[config.mk]
export PLATFORM = sky130hd
export DESIGN_NAME = regfile_wb_arbiter
export DESIGN_NICKNAME = d
export VERILOG_FILES = /design/src/rtl/regfile_wb_arbiter.sv
export SDC_FILE = /design/constraint.sdc
export NUM_CORES = 1
export LEC_CHECK = 0
export CORE_MARGIN = 2
export CORE_UTILIZATION = 48
export CTS_CLUSTER_SIZE = 16
export DETAILED_ROUTE_END_ITERATION = 10
export GPL_TIMING_DRIVEN = 0
export PLACE_DENSITY_LB_ADDON = 0.05
export SYNTH_ARGS = -nofsm -noshare
export SYNTH_HDL_FRONTEND = slang
export SYNTH_SLANG_ARGS = --single-unit
export TNS_END_PERCENT = 30
[constraint.sdc]
create_clock -name clock -period 3.5 [get_ports clock]
set_input_delay 0.7 -clock clock [delete_from_list [all_inputs] [get_ports clock]]
set_output_delay 0.7 -clock clock [all_outputs]
set_load 0.03 [all_outputs]
[src/rtl/regfile_wb_arbiter.sv]
`default_nettype none
// ====================================================================
// regfile_wb_arbiter: merges ALU (A) and load (B) write-backs onto the
// register-file write port and tracks per-register pending bits for RAW
// stalls. Define REGWB_ROUND_ROBIN_EN for round-robin tie-break, else A
// has fixed priority.                                          Rev 1.0
// ====================================================================
module regfile_wb_arbiter #(
  parameter int WIDTH    = 16,
  parameter int NUM_REGS = 32
) (
  input  logic             clock,
  input  logic             reset,
  input  logic             a_valid,
  input  logic [4:0]       a_reg,
  input  logic [WIDTH-1:0] a_data,
  output logic             a_ready,
  input  logic             b_valid,
  input  logic [4:0]       b_reg,
  input  logic [WIDTH-1:0] b_data,
  output logic             b_ready,
  input  logic             mark_valid,
  input  logic [4:0]       mark_reg,
  input  logic [4:0]       Read1,
  input  logic [4:0]       Read2,
  output logic             stall,
  output logic             RegWrite,
  output logic [4:0]       WriteReg,
  output logic [WIDTH-1:0] WriteData
);

  logic                a_prio;
  logic                grant_a;
  logic                grant_b;
  logic [4:0]          xfer_reg;
  logic [WIDTH-1:0]    xfer_data;
  logic                xfer_write;
  logic [NUM_REGS-1:0] pending;
  logic [NUM_REGS-1:0] set_vec;
  logic [NUM_REGS-1:0] clr_vec;

`ifdef REGWB_ROUND_ROBIN_EN
  logic prio_b;

  // Only a contended grant hands priority to the loser.
  always_ff @(posedge clock) begin
    if (reset) begin
      prio_b <= 1'b0;
    end else if (a_valid && b_valid) begin
      prio_b <= grant_a;
    end
  end

  assign a_prio = ~prio_b;
`else
  assign a_prio = 1'b1;
`endif

  assign grant_a = a_valid && (!b_valid || a_prio);
  assign grant_b = b_valid && !grant_a;
  assign a_ready = !reset && grant_a;
  assign b_ready = !reset && grant_b;

  assign xfer_reg   = a_ready ? a_reg  : b_reg;
  assign xfer_data  = a_ready ? a_data : b_data;
  assign xfer_write = (a_ready || b_ready) && (xfer_reg != 5'd0);

  always_ff @(posedge clock) begin
    if (reset) begin
      RegWrite  <= 1'b0;
      WriteReg  <= 5'd0;
      WriteData <= '0;
    end else begin
      RegWrite <= xfer_write;
      if (xfer_write) begin
        WriteReg  <= xfer_reg;
        WriteData <= xfer_data;
      end
    end
  end

  always_comb begin
    set_vec = '0;
    clr_vec = '0;
    if (xfer_write) clr_vec[xfer_reg] = 1'b1;
    if (mark_valid && (mark_reg != 5'd0)) set_vec[mark_reg] = 1'b1;
  end

  // Set is applied after clear so a newer producer on the same register wins.
  always_ff @(posedge clock) begin
    if (reset) begin
      pending <= '0;
    end else begin
      pending <= (pending & ~clr_vec) | set_vec;
    end
  end

  assign stall = ((Read1 != 5'd0) && pending[Read1]) ||
                 ((Read2 != 5'd0) && pending[Read2]);

endmodule
`default_nettype wire

==> reports/metrics.cfg, run 1 <==
[outcome]
status = finished, final reports clean

[pwr]
power_frac_comb_pct = 25.8
p_leak_nw = 1.36
p_int_w = 0.000927
seqPwrFrac_pct = 47.9
vdd_drop_max_mv = 0.200
switchingPower_w = 0.000411
powerDensity_mw_per_mm2 = 338
swShare_pct = 30.7
p_clk_share_pct = 26.3

[finish]
drive_above_1_share_pct = 12.6
syn2layout_area_growth_pct = 33.1
layout_commonest_cell = clkdlybuf4s50_1
diodes = 0
layoutNonFillerInstCount = 510
final_net_count = 496
stdcell_area_mm2 = 0.00396
final_cell_mix = clkdlybuf4s50_1 (79), nand2_1 (67), dfxtp_1 (53), o21ai_0 (35), nor2_1 (34)

[synth]
ys_warn_count = 0
syn_avg_cell_area_um2 = 8.55
synth.largest_area_cell = dfxtp_1
syn_inst = 348
yosysUniqueCellTypes = 38
syn_nets = 410
synth_area_mm2 = 0.00298
synth_area_leaders = dfxtp_1 (36%), mux4_2 (9.1%), nand2_1 (8.5%), a311oi_2 (8.1%), o21ai_0 (5.9%)
synth_seq_area_share_pct = 35.7
ys_seq_elements = 53
synth_top_area_share_pct = 35.7

[sta]
min_period_ns = 3.42
finalSetupViolations = 0
timing.hold.ws_ns = 0.480
fin_worst_skew_ns = 0
finalMaxSlewViolations = 0
max_slew_margin_pct = 50.6
fmax_mhz = 292
post-route-period-util_pct = 97.7
hold_violations = 0
fin_setup_tns_ns = 0
tightest_slew_ns = 0.741
worst_slack_ns = 0.0810

[floorplan]
die_w_um = 82.7
die_y_um = 82.7
start_util_pct = 50.0
fp-row-count = 28
die-area_mm2 = 0.00684
core_area_mm2 = 0.00596
io_pins = 87

[routing]
wire_per_inst_um = 17.1
firstDrtPassIters = 4
wl_met1_um = 3800
num_vias = 2982
drt-initial-drc-count = 208
vias_per_cell = 5.85
top_layer_used = met4
drcViolationCount = 0
met3_length_um = 690
wirelength_um = 8720
antenna_left = 0
wl_met2_um = 4160

[placed_design]
placedCellCount = 503
gp_congestion = 0.846
portBuffers = 80
place_worst_setup_slack_ns = -0.375
placed_cell_area_mm2 = 0.00387
dp_hpwl_um = 6630

[critical_path]
max_stage_delay_ns = 0.56
worstSetupEndpointType = output port
startpoint_type = input pin
arrival_ns = 2.72
r2r_cells = 3
crit_slowest_cell = mux4_2
worstReg2RegStart = pending[2]
crit_fanout = 8
r2r_setup_slack_ns = 2.73
r2r_end = pending[2]
cp.required_ns = 2.80
crit_type = input pin to output port
cp_cell_sequence = clkbuf_2 > mux4_2 > o2111ai_1 > o41ai_1 > a2111oi_1 > nand3_1 > dlygate4sd2_1

[global_routing]
grt_pass1_wl_um = 13500
grt_start_max_net_pins = 17
grt_pass1_vias = 2805
grt-ovfl-total = 0
antenna_found_initial = 0
grtUsageTotal_pct = 26.3

[cts]
h-tree-depth = 2
cts_root_buf = clkbuf_8
insertion_delay_ns = 0.31
cts_buffers = 5
cts_tree = yes
post_cts_buffers = 0
clock-sinks = 53
cts_max_path_buffers = 2
clk_transition_reported_paths_ns = 0.09
hold_buffers = 0

[min_path]
hp-class = flip-flop to flip-flop
holdPathStages = 2
hold_end = WriteReg[0]
min_from = WriteReg[0]

[run]
maxCapViolations = 0

[through the flow]
stage	utilization (%)	total power [W]
3_5_place_dp	65.0	0.000999
3_3_place_gp	65.0	0.000993
2_1_floorplan	-	0.000845
5_1_grt	66.5	0.00140
6_report	66.5	0.00134
4_1_cts	66.4	0.00134
[final cells by class]
| type | instances | area [µm²] |
|---|---|---|
| clock inverters | 2 | 15.0 |
| fillers | 543 | 2000 |
| clock buffers | 6 | 72.6 |
| multi-input cells | 266 | 1780 |
| repair buffers | 80 | 800 |
| well taps | 75 | 93.8 |
| inverters | 4 | 15.0 |
| plain buffers | 24 | 119 |
| flip-flops and latches | 53 | 1060 |
[cell families after synthesis]
group,count (synthesis),share of synthesized area [%]
DFF,53,35.7
and+or+nand+nor,140,20.8
muxes,29,15.3
AOI/OAI and AO/OA,97,23.8
buffers and inverters,29,4.42
[synth_stat cells (all sizes together)]
master and n:
a2111oi 2, a211oi 1, a21oi 29, a221oi 2
a22oi 3, a311oi 17, and2 1, and3 1
buf 8, clkbuf 17, dfxtp 53, inv 4
mux2 7, mux2i 10, mux4 12, nand2 67
nand2b 6, nand3 11, nand3b 3, nor2 34
nor2b 9, nor3 1, nor3b 5, nor4 1
o2111a 1, o2111ai 1, o21ai 36, o31ai 3
o41a 1, o41ai 1, or4 1
[metal layers]
| layer | global-route usage (%) | vias to the layer above |
|---|---|---|
| met3 | 6.52 | 9 |
| met4 | 6.23 | 0 |
| met5 | 0 | - |
| li1 | - | 1429 |
| met1 | 34.5 | 1437 |
| met2 | 43.7 | 107 |
[worst max-delay path by stage]
stage / startpoint / endpoint / slack (ns) / cells past startpoint
2_1_floorplan: Read1[0] / stall / 0.29 / 6
3_3_place_gp: reset / a_ready / -0.37 / 7
3_5_place_dp: Read2[0] / stall / -0.38 / 7
4_1_cts: Read1[0] / stall / 0.07 / 7
5_1_grt: Read1[0] / stall / -0.02 / 7
6_report: Read1[0] / stall / 0.08 / 7
[timing repair]
action	in CTS	in global routing
gates resized for setup	5	3
setup endpoints to repair	3	1
endpoints found under the hold margin	0	0
[power by group through the flow]
| stage | logic [W] | registers, W | clock network, W |
|---|---|---|---|
| 3_3_place_gp | 0.000340 | 0.000654 | 0 |
| 2_1_floorplan | 0.000153 | 0.000692 | 0 |
| 4_1_cts | 0.000345 | 0.000641 | 0.000358 |
| 3_5_place_dp | 0.000345 | 0.000655 | 0 |
| 5_1_grt | 0.000372 | 0.000644 | 0.000380 |
| 6_report | 0.000345 | 0.000641 | 0.000351 |
[state kept, by name (all words and copies together), names as in the netlist]
name and flops:
pending 31, WriteData 16, RegWrite 1, WriteReg 5
[worst max-delay path: cells and delay by family]
kind                   cells  cell delay (ns)
AOI/OAI and AO/OA          3             0.74
buffers and inverters      2             0.59
muxes                      1             0.56
and+or+nand+nor            1             0.12
Note: power is estimated with default switching activity, not from simulation.
==> run 2: changes to the inputs <==
--- a/config.mk
+++ b/config.mk
@@ -11,6 +11,7 @@
 export DETAILED_ROUTE_END_ITERATION = 10
 export GPL_TIMING_DRIVEN = 0
 export PLACE_DENSITY_LB_ADDON = 0.05
+export SKIP_CTS_REPAIR_TIMING = 1
 export SYNTH_ARGS = -nofsm -noshare
 export SYNTH_HDL_FRONTEND = slang
 export SYNTH_SLANG_ARGS = --single-unit
==> run 2 against run 1 <==
The run now ends with setup timing left. Final cell count unchanged. Via count up 0.10%. Register-to-register slack about the same. Routed wire length up 0.52%. Clock skew unchanged. Critical path type unchanged. Sequential power about the same. Largest power group unchanged.
==> reports/metrics.cfg, run 2 (same netlist as run 1, synthesis figures left out) <==
[outcome]
status = complete, but fails checks  ; was finished, final reports clean
violations = setup timing

[cts]
clk_transition_reported_paths_ns = 0.10  ; was 0.09 ns
cts_tree = yes  ; unchanged
cts_max_path_buffers = 2  ; unchanged
h-tree-depth = 2  ; unchanged
clock-sinks = 53  ; unchanged
insertion_delay_ns = 0.31  ; about the same
cts_buffers = 5  ; unchanged
cts_root_buf = clkbuf_8  ; unchanged

[pwr]
power_frac_comb_pct = 25.8  ; about the same
p_clk_share_pct = 26.6  ; was 26.3%
p_leak_nw = 1.37  ; was 1.36 nW
p_total_w = 0.00135  ; was 0.00134 W
powerDensity_mw_per_mm2 = 339  ; was 338 mW/mm²
switchingPower_w = 0.000417  ; was 0.000411 W
swShare_pct = 31.0  ; was 30.7%
p_int_w = 0.000928  ; was 0.000927 W
seqPwrFrac_pct = 47.7  ; was 47.9%
vdd_drop_max_mv = 0.201  ; was 0.200 mV

[sta]
timing.hold.ws_ns = 0.481  ; was 0.480 ns
fmax_mhz = 282  ; was 292 MHz
post-route-period-util_pct = 101  ; was 97.7%
finalMaxSlewViolations = 0  ; unchanged
rsz0062_at_grt = true
worst_slack_ns = -0.0429  ; was 0.0810 ns
fin_worst_skew_ns = 0  ; unchanged
hold_violations = 0  ; unchanged
min_period_ns = 3.54  ; was 3.42 ns
finalSetupViolations = 1  ; was 0
tightest_slew_ns = 0.745  ; was 0.741 ns
max_slew_margin_pct = 50.4  ; was 50.6%

[routing]
wire_per_inst_um = 17.2  ; was 17.1 µm
drt-initial-drc-count = 201  ; was 208
drcViolationCount = 0  ; unchanged
num_vias = 2985  ; was 2982
antenna_left = 0  ; unchanged
vias_per_cell = 5.85  ; about the same
firstDrtPassIters = 5  ; was 4
wirelength_um = 8760  ; was 8720 µm

[critical_path]
crit_type = input pin to output port  ; unchanged
cp_cell_sequence = clkdlybuf4s50_1 > clkbuf_1 > clkbuf_1 > nor3b_1 > clkdlybuf4s50_1  ; was clkbuf_2 > mux4_2 > o2111ai_1 > o41ai_1 > a2111oi_1 > nand3_1 > dlygate4sd2_1
cp.required_ns = 2.80  ; about the same
crit_slowest_cell = clkdlybuf4s50_1  ; was mux4_2
startpoint_type = input pin  ; unchanged
max_stage_delay_ns = 0.62  ; was 0.56 ns
worstSetupEndpointType = output port  ; unchanged
crit_fanout = 10  ; was 8
arrival_ns = 2.84  ; was 2.72 ns

[finish]
final_cell_mix = clkdlybuf4s50_1 (79), nand2_1 (67), dfxtp_1 (53), o21ai_0 (35), nor2_1 (34)  ; unchanged
drive_above_1_share_pct = 12.4  ; was 12.6%
top_regs = pending: 31 flops, WriteData: 16 flops, WriteReg: 5 flops  ; unchanged
postLayoutCoreUtil_pct = 66.5  ; about the same
fillerInstances = 542  ; was 543
largest_reg_flops = 31  ; unchanged
regMostFlops = pending  ; unchanged
diodes = 0  ; unchanged
syn2layout_area_growth_pct = 33.2  ; was 33.1%
layout_commonest_cell = clkdlybuf4s50_1  ; unchanged
layoutNonFillerInstCount = 510  ; unchanged
final_net_count = 496  ; unchanged

[floorplan]
io_pins = 87  ; unchanged
die-area_mm2 = 0.00684  ; unchanged
start_util_pct = 50.0  ; unchanged
die_y_um = 82.7  ; unchanged
fp-row-count = 28  ; unchanged
core_area_mm2 = 0.00596  ; unchanged
die_w_um = 82.7  ; unchanged

[global_routing]
antenna_found_initial = 0  ; unchanged
grt_pass1_vias = 2803  ; was 2805
grt_start_max_net_pins = 17  ; unchanged
grt-ovfl-total = 0  ; unchanged
grtUsageTotal_pct = 26.3  ; about the same
grt_pass1_wl_um = 13500  ; about the same

[placed_design]
portBuffers = 80  ; unchanged
placedCellCount = 503  ; unchanged
gp_congestion = 0.846  ; unchanged
dp_hpwl_um = 6630  ; unchanged

[min_path]
hp-class = flip-flop to flip-flop  ; unchanged

[run]
maxCapViolations = 0  ; unchanged

-- run 2: final cells by class --
class,count,area (µm²),area share (%)
buffer,24,118,2.97
clock buffer,6,72.6,1.83
clock inverter,2,15.0,0.379
inverter,4,15.0,0.379
multi-input combinational,266,1780,45.0
sequential,53,1060,26.8
tap,75,93.8,2.37
timing repair buffer,80,803,20.3
-- run 2: metal layers --
metal  share of wire [%]  global-route usage (%)  wire (µm)  vias to the layer above
met1                  44                    34.6       3880                     1440
met3                 7.7                    6.52        678                        7
met4                0.72                    6.07         63                        0
met2                  47                    43.8       4140                      111
met5                   0                       0          0                        -
li1                    -                       -          -                     1427
-- run 2: path summary, 6_finish.rpt --
path	startpoint	endpoint	slack (ns)	cells after the start
max	reset	b_ready	-0.04	5
min	WriteReg[0]	WriteReg[0]	0.48	2
max reg2reg	pending[1]	pending[1]	2.73	3
min reg2reg	WriteReg[0]	WriteReg[0]	0.48	2
-- run 2: critical path: cells and delay by family --
kind | cells | cell delay (ns)
buffers and inverters | 4 | 2.04
and+or+nand+nor | 1 | 0.10
-- run 2: power by group through the flow --
| stage | Sequential (W) | Combinational [W] | Clock, W |
|---|---|---|---|
| CTS | 0.000641 | 0.000346 | 0.000358 |
| finish | 0.000641 | 0.000347 | 0.000358 |
| detailed placement | 0.000655 | 0.000345 | 0 |
| floorplan | 0.000692 | 0.000153 | 0 |
| global placement | 0.000654 | 0.000340 | 0 |
| global route | 0.000644 | 0.000373 | 0.000380 |
-- run 2: per-stage QoR --
stage	setup slack (ns)	instance area [µm²]	setup TNS [ns]
detailed placement	-0.375	3870	-0.796
global route	-0.178	3960	-0.178
floorplan	0.289	2980	0
CTS	-0.378	3960	-0.807
finish	-0.0429	3960	-0.0429
global placement	-0.371	3870	-0.765
==> run 3: changes to the inputs <==
--- a/config.mk
+++ b/config.mk
@@ -7,6 +7,7 @@
 export LEC_CHECK = 0
 export CORE_MARGIN = 2
 export CORE_UTILIZATION = 48
+export CTS_CLUSTER_DIAMETER = 200
 export CTS_CLUSTER_SIZE = 16
 export DETAILED_ROUTE_END_ITERATION = 10
 export GPL_TIMING_DRIVEN = 0
==> results of run 3 <==
Final layout, timing and power as in run 2 (identical DEF).
